**src/rtl/clock_divider_bank.sv**
```systemverilog
// Multi-channel programmable clock divider with glitch-free ratio updates and a global phase-align sync.
// Optional rise strobes are enabled with `define CLKDIV_BANK_RISE_STROBE_EN.
module clock_divider_bank #(
    parameter int NUM_CH     = 4,
    parameter int CNT_W      = 8,
    parameter int RESET_HALF = 1,
    parameter int CH_W       = 2
) (
    input  logic              clock,
    input  logic              reset,
    input  logic              cfg_valid,
    output logic              cfg_ready,
    input  logic [CH_W-1:0]   cfg_ch,
    input  logic [CNT_W-1:0]  cfg_half,
    input  logic              sync,
    output logic [NUM_CH-1:0] div_clock,
    output logic [NUM_CH-1:0] div_rise
);

    typedef enum logic [0:0] {
        ST_IDLE    = 1'b0,
        ST_PENDING = 1'b1
    } state_t;

    state_t             state_r;
    state_t             state_nxt_s;
    logic [CH_W-1:0]    pend_ch_r;
    logic [CNT_W-1:0]   pend_half_r;
    logic               ready_r;
    logic [CNT_W-1:0]   half_r [NUM_CH];
    logic [CNT_W-1:0]   cnt_r  [NUM_CH];
    logic [NUM_CH-1:0]  lvl_r;
    logic [NUM_CH-1:0]  wrap_s;
    logic [NUM_CH-1:0]  commit_s;
    logic               commit_any_s;
    logic               in_range_s;
    logic               accept_s;

    // Per-channel terminal count and commit qualification (falling edge, disabled, or sync).
    always_comb begin
        wrap_s   = {NUM_CH{1'b0}};
        commit_s = {NUM_CH{1'b0}};
        for (int k = 0; k < NUM_CH; k++) begin
            wrap_s[k] = (half_r[k] != {CNT_W{1'b0}}) &&
                        (cnt_r[k] == (half_r[k] - {{(CNT_W-1){1'b0}}, 1'b1}));
            if ((state_r == ST_PENDING) && (pend_ch_r == CH_W'(k))) begin
                commit_s[k] = sync || (half_r[k] == {CNT_W{1'b0}}) || (wrap_s[k] && lvl_r[k]);
            end else begin
                commit_s[k] = 1'b0;
            end
        end
        commit_any_s = |commit_s;
        in_range_s   = ({{(32-CH_W){1'b0}}, cfg_ch} < 32'(NUM_CH));
    end

    // Configuration FSM next-state; out-of-range requests are acknowledged but dropped.
    always_comb begin
        state_nxt_s = state_r;
        accept_s    = 1'b0;
        case (state_r)
            ST_IDLE: begin
                if (cfg_valid && in_range_s) begin
                    state_nxt_s = ST_PENDING;
                    accept_s    = 1'b1;
                end else begin
                    state_nxt_s = ST_IDLE;
                end
            end
            ST_PENDING: begin
                if (commit_any_s) begin
                    state_nxt_s = ST_IDLE;
                end else begin
                    state_nxt_s = ST_PENDING;
                end
            end
            default: begin
                state_nxt_s = ST_IDLE;
            end
        endcase
    end

    // Configuration FSM state, pending slot and registered ready.
    always_ff @(posedge clock) begin
        if (reset) begin
            state_r     <= ST_IDLE;
            ready_r     <= 1'b1;
            pend_ch_r   <= {CH_W{1'b0}};
            pend_half_r <= {CNT_W{1'b0}};
        end else begin
            state_r <= state_nxt_s;
            ready_r <= (state_nxt_s == ST_IDLE);
            if (accept_s) begin
                pend_ch_r   <= cfg_ch;
                pend_half_r <= cfg_half;
            end else begin
                pend_ch_r   <= pend_ch_r;
                pend_half_r <= pend_half_r;
            end
        end
    end

    // Channel counters and levels; a commit takes priority over sync for the target channel.
    always_ff @(posedge clock) begin
        if (reset) begin
            for (int k = 0; k < NUM_CH; k++) begin
                half_r[k] <= CNT_W'(RESET_HALF);
                cnt_r[k]  <= {CNT_W{1'b0}};
                lvl_r[k]  <= 1'b0;
            end
        end else begin
            for (int k = 0; k < NUM_CH; k++) begin
                if (commit_s[k]) begin
                    half_r[k] <= pend_half_r;
                    cnt_r[k]  <= {CNT_W{1'b0}};
                    lvl_r[k]  <= 1'b0;
                end else if (sync || (half_r[k] == {CNT_W{1'b0}})) begin
                    cnt_r[k]  <= {CNT_W{1'b0}};
                    lvl_r[k]  <= 1'b0;
                end else if (wrap_s[k]) begin
                    cnt_r[k]  <= {CNT_W{1'b0}};
                    lvl_r[k]  <= ~lvl_r[k];
                end else begin
                    cnt_r[k]  <= cnt_r[k] + {{(CNT_W-1){1'b0}}, 1'b1};
                end
            end
        end
    end

`ifdef CLKDIV_BANK_RISE_STROBE_EN
    logic [NUM_CH-1:0] rise_r;

    // Rise strobe coincides with the first cycle a channel reads high.
    always_ff @(posedge clock) begin
        if (reset) begin
            rise_r <= {NUM_CH{1'b0}};
        end else begin
            for (int k = 0; k < NUM_CH; k++) begin
                rise_r[k] <= wrap_s[k] && !lvl_r[k] && !sync && !commit_s[k];
            end
        end
    end

    assign div_rise = rise_r;
`else
    assign div_rise = {NUM_CH{1'b0}};
`endif

    assign div_clock = lvl_r;
    assign cfg_ready = ready_r;

endmodule

```
**config.mk**
```make
export PLATFORM = sky130hd
export DESIGN_NAME = clock_divider_bank
export DESIGN_NICKNAME = d
export VERILOG_FILES = /design/src/rtl/clock_divider_bank.sv
export SDC_FILE = /design/constraint.sdc
export NUM_CORES = 1
export LEC_CHECK = 0
export BUFFER_PORTS_ARGS = -buffer_cell sky130_fd_sc_hd__buf_2
export CELL_PAD_IN_SITES_DETAIL_PLACEMENT = 1
export CELL_PAD_IN_SITES_GLOBAL_PLACEMENT = 2
export CORE_MARGIN = 2
export CORE_UTILIZATION = 40
export DETAILED_ROUTE_END_ITERATION = 8
export PLACE_DENSITY_LB_ADDON = 0.3
export REMOVE_ABC_BUFFERS = 1
export SYNTH_ARGS = -nofsm -noshare
export SYNTH_HDL_FRONTEND = slang
export SYNTH_SLANG_ARGS = --single-unit
```
**constraint.sdc**
```tcl
create_clock -name clock -period 3.3 [get_ports clock]
set_input_delay 0.495 -clock clock [delete_from_list [all_inputs] [get_ports clock]]
set_output_delay 0.495 -clock clock [all_outputs]
set_load 0.01 [all_outputs]
```
==> impl_metrics.env <==
export IMPL_buffer_ports_inserted=18
export IMPL_synth_area_leaders="sky130_fd_sc_hd__edfxtp_1 42%, sky130_fd_sc_hd__dfxtp_1 7.0%, sky130_fd_sc_hd__xor2_1 6.0%, sky130_fd_sc_hd__nor2_1 5.9%, sky130_fd_sc_hd__xnor2_1 5.0%"
export IMPL_grt_setup_unrepaired="false"
export IMPL_synthTopCellsByCount="71 x sky130_fd_sc_hd__nor2_1, 64 x sky130_fd_sc_hd__edfxtp_1, 38 x sky130_fd_sc_hd__nand2_1, 31 x sky130_fd_sc_hd__xor2_1, 26 x sky130_fd_sc_hd__xnor2_1"
export IMPL_cts_buffers_inserted=9
export IMPL_area_of_the_core_um2=11000
export IMPL_synthFlopType="sky130_fd_sc_hd__edfxtp_1"
export IMPL_hold_path_depth=3
export IMPL_power_density_nw_per_um2=474
export IMPL_worst_slew_pin_slew_ns=0.723
export IMPL_ant_nets=0
export IMPL_synth_most_common_cell="sky130_fd_sc_hd__nor2_1"
export IMPL_ctsLongestPathBuffers=2
export IMPL_grt_pass1_wl_mm=17.1
export IMPL_power_leakage_nw=1.89
export IMPL_h_tree_depth=3
export IMPL_drc_errors=0
export IMPL_place_gp_congestion=0.772
export IMPL_final_core_density_pct=47.2
export IMPL_skew_ns=0.0114
export IMPL_die_w_um=111
export IMPL_routed_wl_mm=10.3
export IMPL_grt_antenna_before_repair=0
export IMPL_area_growth_syn_to_layout_pct=14.1
export IMPL_io_pin_count=23
export IMPL_top_cell_type_s_share_of_synthesized_area_pct=42.3
export IMPL_largest_fanout_of_any_net_on_the_critical_path=10
export IMPL_timing_setup_tns_ns=0
export IMPL_final_setup_violation_count=0
export IMPL_report_final_slew_viol_count=0
export IMPL_finalNonFillerCells=647
export IMPL_worst_r2r_cell_count=8
export IMPL_worst_setup_hold_path_clk_slew_ns=0.07
export IMPL_grt_max_degree=33
export IMPL_post_route_min_period_ns=3.03
export IMPL_worst_skew_pair_late_latency_ns=0.34
export IMPL_required_ns=3.34
export IMPL_synth_distinct_cells=63
export IMPL_wl_per_cell_um=15.9
export IMPL_initial_standard_cell_utilization_of_the_core_pct=41.4
export IMPL_syn_cell_area_um2=4550
export IMPL_placed_area_um2=4860
export IMPL_timing_max_slew_rel_slack_pct=51.7
export IMPL_vias=3400
export IMPL_nets=524
export IMPL_crit_path_dat_ns=3.07
export IMPL_number_of_synthesized_register_bits=80
export IMPL_number_of_vias_per_cell=5.26
export IMPL_globalRoute_totalOverflow=0
export IMPL_worst_setup_slack_before_clock_tree_synthesis_ns=0.142
export IMPL_yosys_warnings=0
export IMPL_max_cap_violations=0
export IMPL_die_area_um2=12200
export IMPL_synth_enable_flop_cells=64
export IMPL_run_status="finished, final reports clean"
export IMPL_worst_setup_path_end_kind="register"
export IMPL_vias_in_the_first_global_route=3462
export IMPL_timing_final_hold_violations=0
export IMPL_cts_tree="yes"
export IMPL_fin_crit_sh_pct=91.9
export IMPL_ys_seq_area_share_pct=49.3
export IMPL_gr_usage_all_layers_pct=17.3
export IMPL_syn_avg_cell_area_um2=9.99
export IMPL_post_dp_hpwl_mm=7.65
export IMPL_fin_total_pwr_mw=2.46
export IMPL_placed_cells_incl_taps=631
export IMPL_cts_sinks=80
export IMPL_synth_top_cell_by_area="sky130_fd_sc_hd__edfxtp_1"
export IMPL_synth_async_reset_ratio_pct=0
export IMPL_cells_after_synth=455
export IMPL_root_buffer_cell="sky130_fd_sc_hd__clkbuf_16"
export IMPL_worst_hold_path_type="in2reg"
export IMPL_post_route_cells_drive_above_1_share_pct=9.27
export IMPL_num_rows=38
export IMPL_setup_worst_path_class="reg2reg"
export IMPL_fin_worst_hold_slack_ns=0.401
export IMPL_final_critical_path_setup_slack_ns=0.267
export IMPL_detailedRoute_firstIterationViolations=142
export IMPL_dieHeight_um=111
export IMPL_drt_pre_antenna_iters=4
export IMPL_layout_cell_area_non_filler_um2=5190
export IMPL_n_antenna_cell=0
export IMPL_peakVddDrop_mv=0.277
export IMPL_fmaxAchievable_mhz=330
export IMPL_crit_path_start_kind="register"
[power breakdown]
part	internal, mW	total [mW]	switching (mW)
clock	0.647	1.05	0.403
combinational	0.0863	0.203	0.117
sequential	1.14	1.20	0.0621
[logic make-up after synthesis]
kind of cell             count (synthesis)  synth area share [%]
buffers and inverters                   31                  3.22
flip-flops                              80                  49.3
AO/OA/AOI/OAI                           66                  10.5
adder cells (fa/ha/maj)                  8                  2.20
AND/OR/NAND/NOR                        209                  23.2
XOR/XNOR                                57                  11.0
multiplexers                             2                 0.468
other                                    2                 0.165
[flip-flops by register name (all words and copies together), names as in the netlist]
name         cells
cnt_r           32
half_r          32
pend_half_r      8
div_clock        4
pend_ch_r        2
cfg_ready        1
state_r          1
[path summary, 6_finish.rpt]
kind / start / end / slack [ns]
min: cfg_half[0] / pend_half_r[0] / 0.40
min reg2reg: pend_half_r[3] / pend_half_r[3] / 0.46
max: half_r[0][0] / half_r[0][3] / 0.27
max reg2reg: half_r[0][0] / half_r[0][3] / 0.27
[worst max-delay path, stage by stage, from the launching register on]
cell,delay [ns]
sky130_fd_sc_hd__edfxtp_1,0.47
sky130_fd_sc_hd__inv_1,0.09
sky130_fd_sc_hd__ha_1,0.26
sky130_fd_sc_hd__or3b_2,0.47
sky130_fd_sc_hd__a22oi_1,0.16
sky130_fd_sc_hd__o2111ai_1,0.12
sky130_fd_sc_hd__or4b_4,0.54
sky130_fd_sc_hd__o21a_1,0.31
sky130_fd_sc_hd__or2b_4,0.30
[cell usage in the layout (no fill, tap or decap), drive strengths merged, types with 3 or more instances in the layout]
cell type	Yosys	layout
o21ai	5	5
a211oi	5	5
nand3	14	14
a21o	3	3
nor2b	4	4
buf	6	21
a31oi	5	5
nor2	71	71
xor2	31	31
o2111ai	3	3
dfxtp	16	16
o32ai	3	3
ha	8	8
edfxtp	64	64
or3	8	8
xnor2	26	26
and2	3	3
a21oi	17	17
nor3	13	13
and3	10	10
nand2	38	38
o21a	4	4
conb	2	36
nand2b	18	18
o31ai	4	4
nand4	4	4
clkinv	0	3
or4	8	8
clkbuf	13	13
inv	12	12
nor4	3	3
[area by class of cell]
| cell class | instances | area [µm²] |
|---|---|---|
| Fill cell | 1246 | 5800 |
| Multi-Input combinational cell | 378 | 2290 |
| Sequential cell | 80 | 2240 |
| Clock buffer | 13 | 304 |
| Tap cell | 140 | 175 |
| Timing Repair Buffer | 21 | 113 |
| Inverter | 12 | 45.0 |
| Clock inverter | 3 | 18.8 |
[layer usage]
metal,global-route usage [%],part of all wire [%],vias up,wire (µm)
met5,0,0,-,0
met4,5.42,1.1,0,108
met3,2.52,2.5,10,254
met2,29.6,50,49,5090
met1,22.6,47,1658,4810
li1,-,-,1683,-
[timing repair]
action / 4_1_cts / 5_1_grt
setup buffers: 0 / 0
hold buffers: 0 / 0
resized for setup: 0 / 1
endpoints found under the hold margin: 0 / 0
endpoints found under the setup margin: 0 / 8
(Power assumes the default switching activity.)
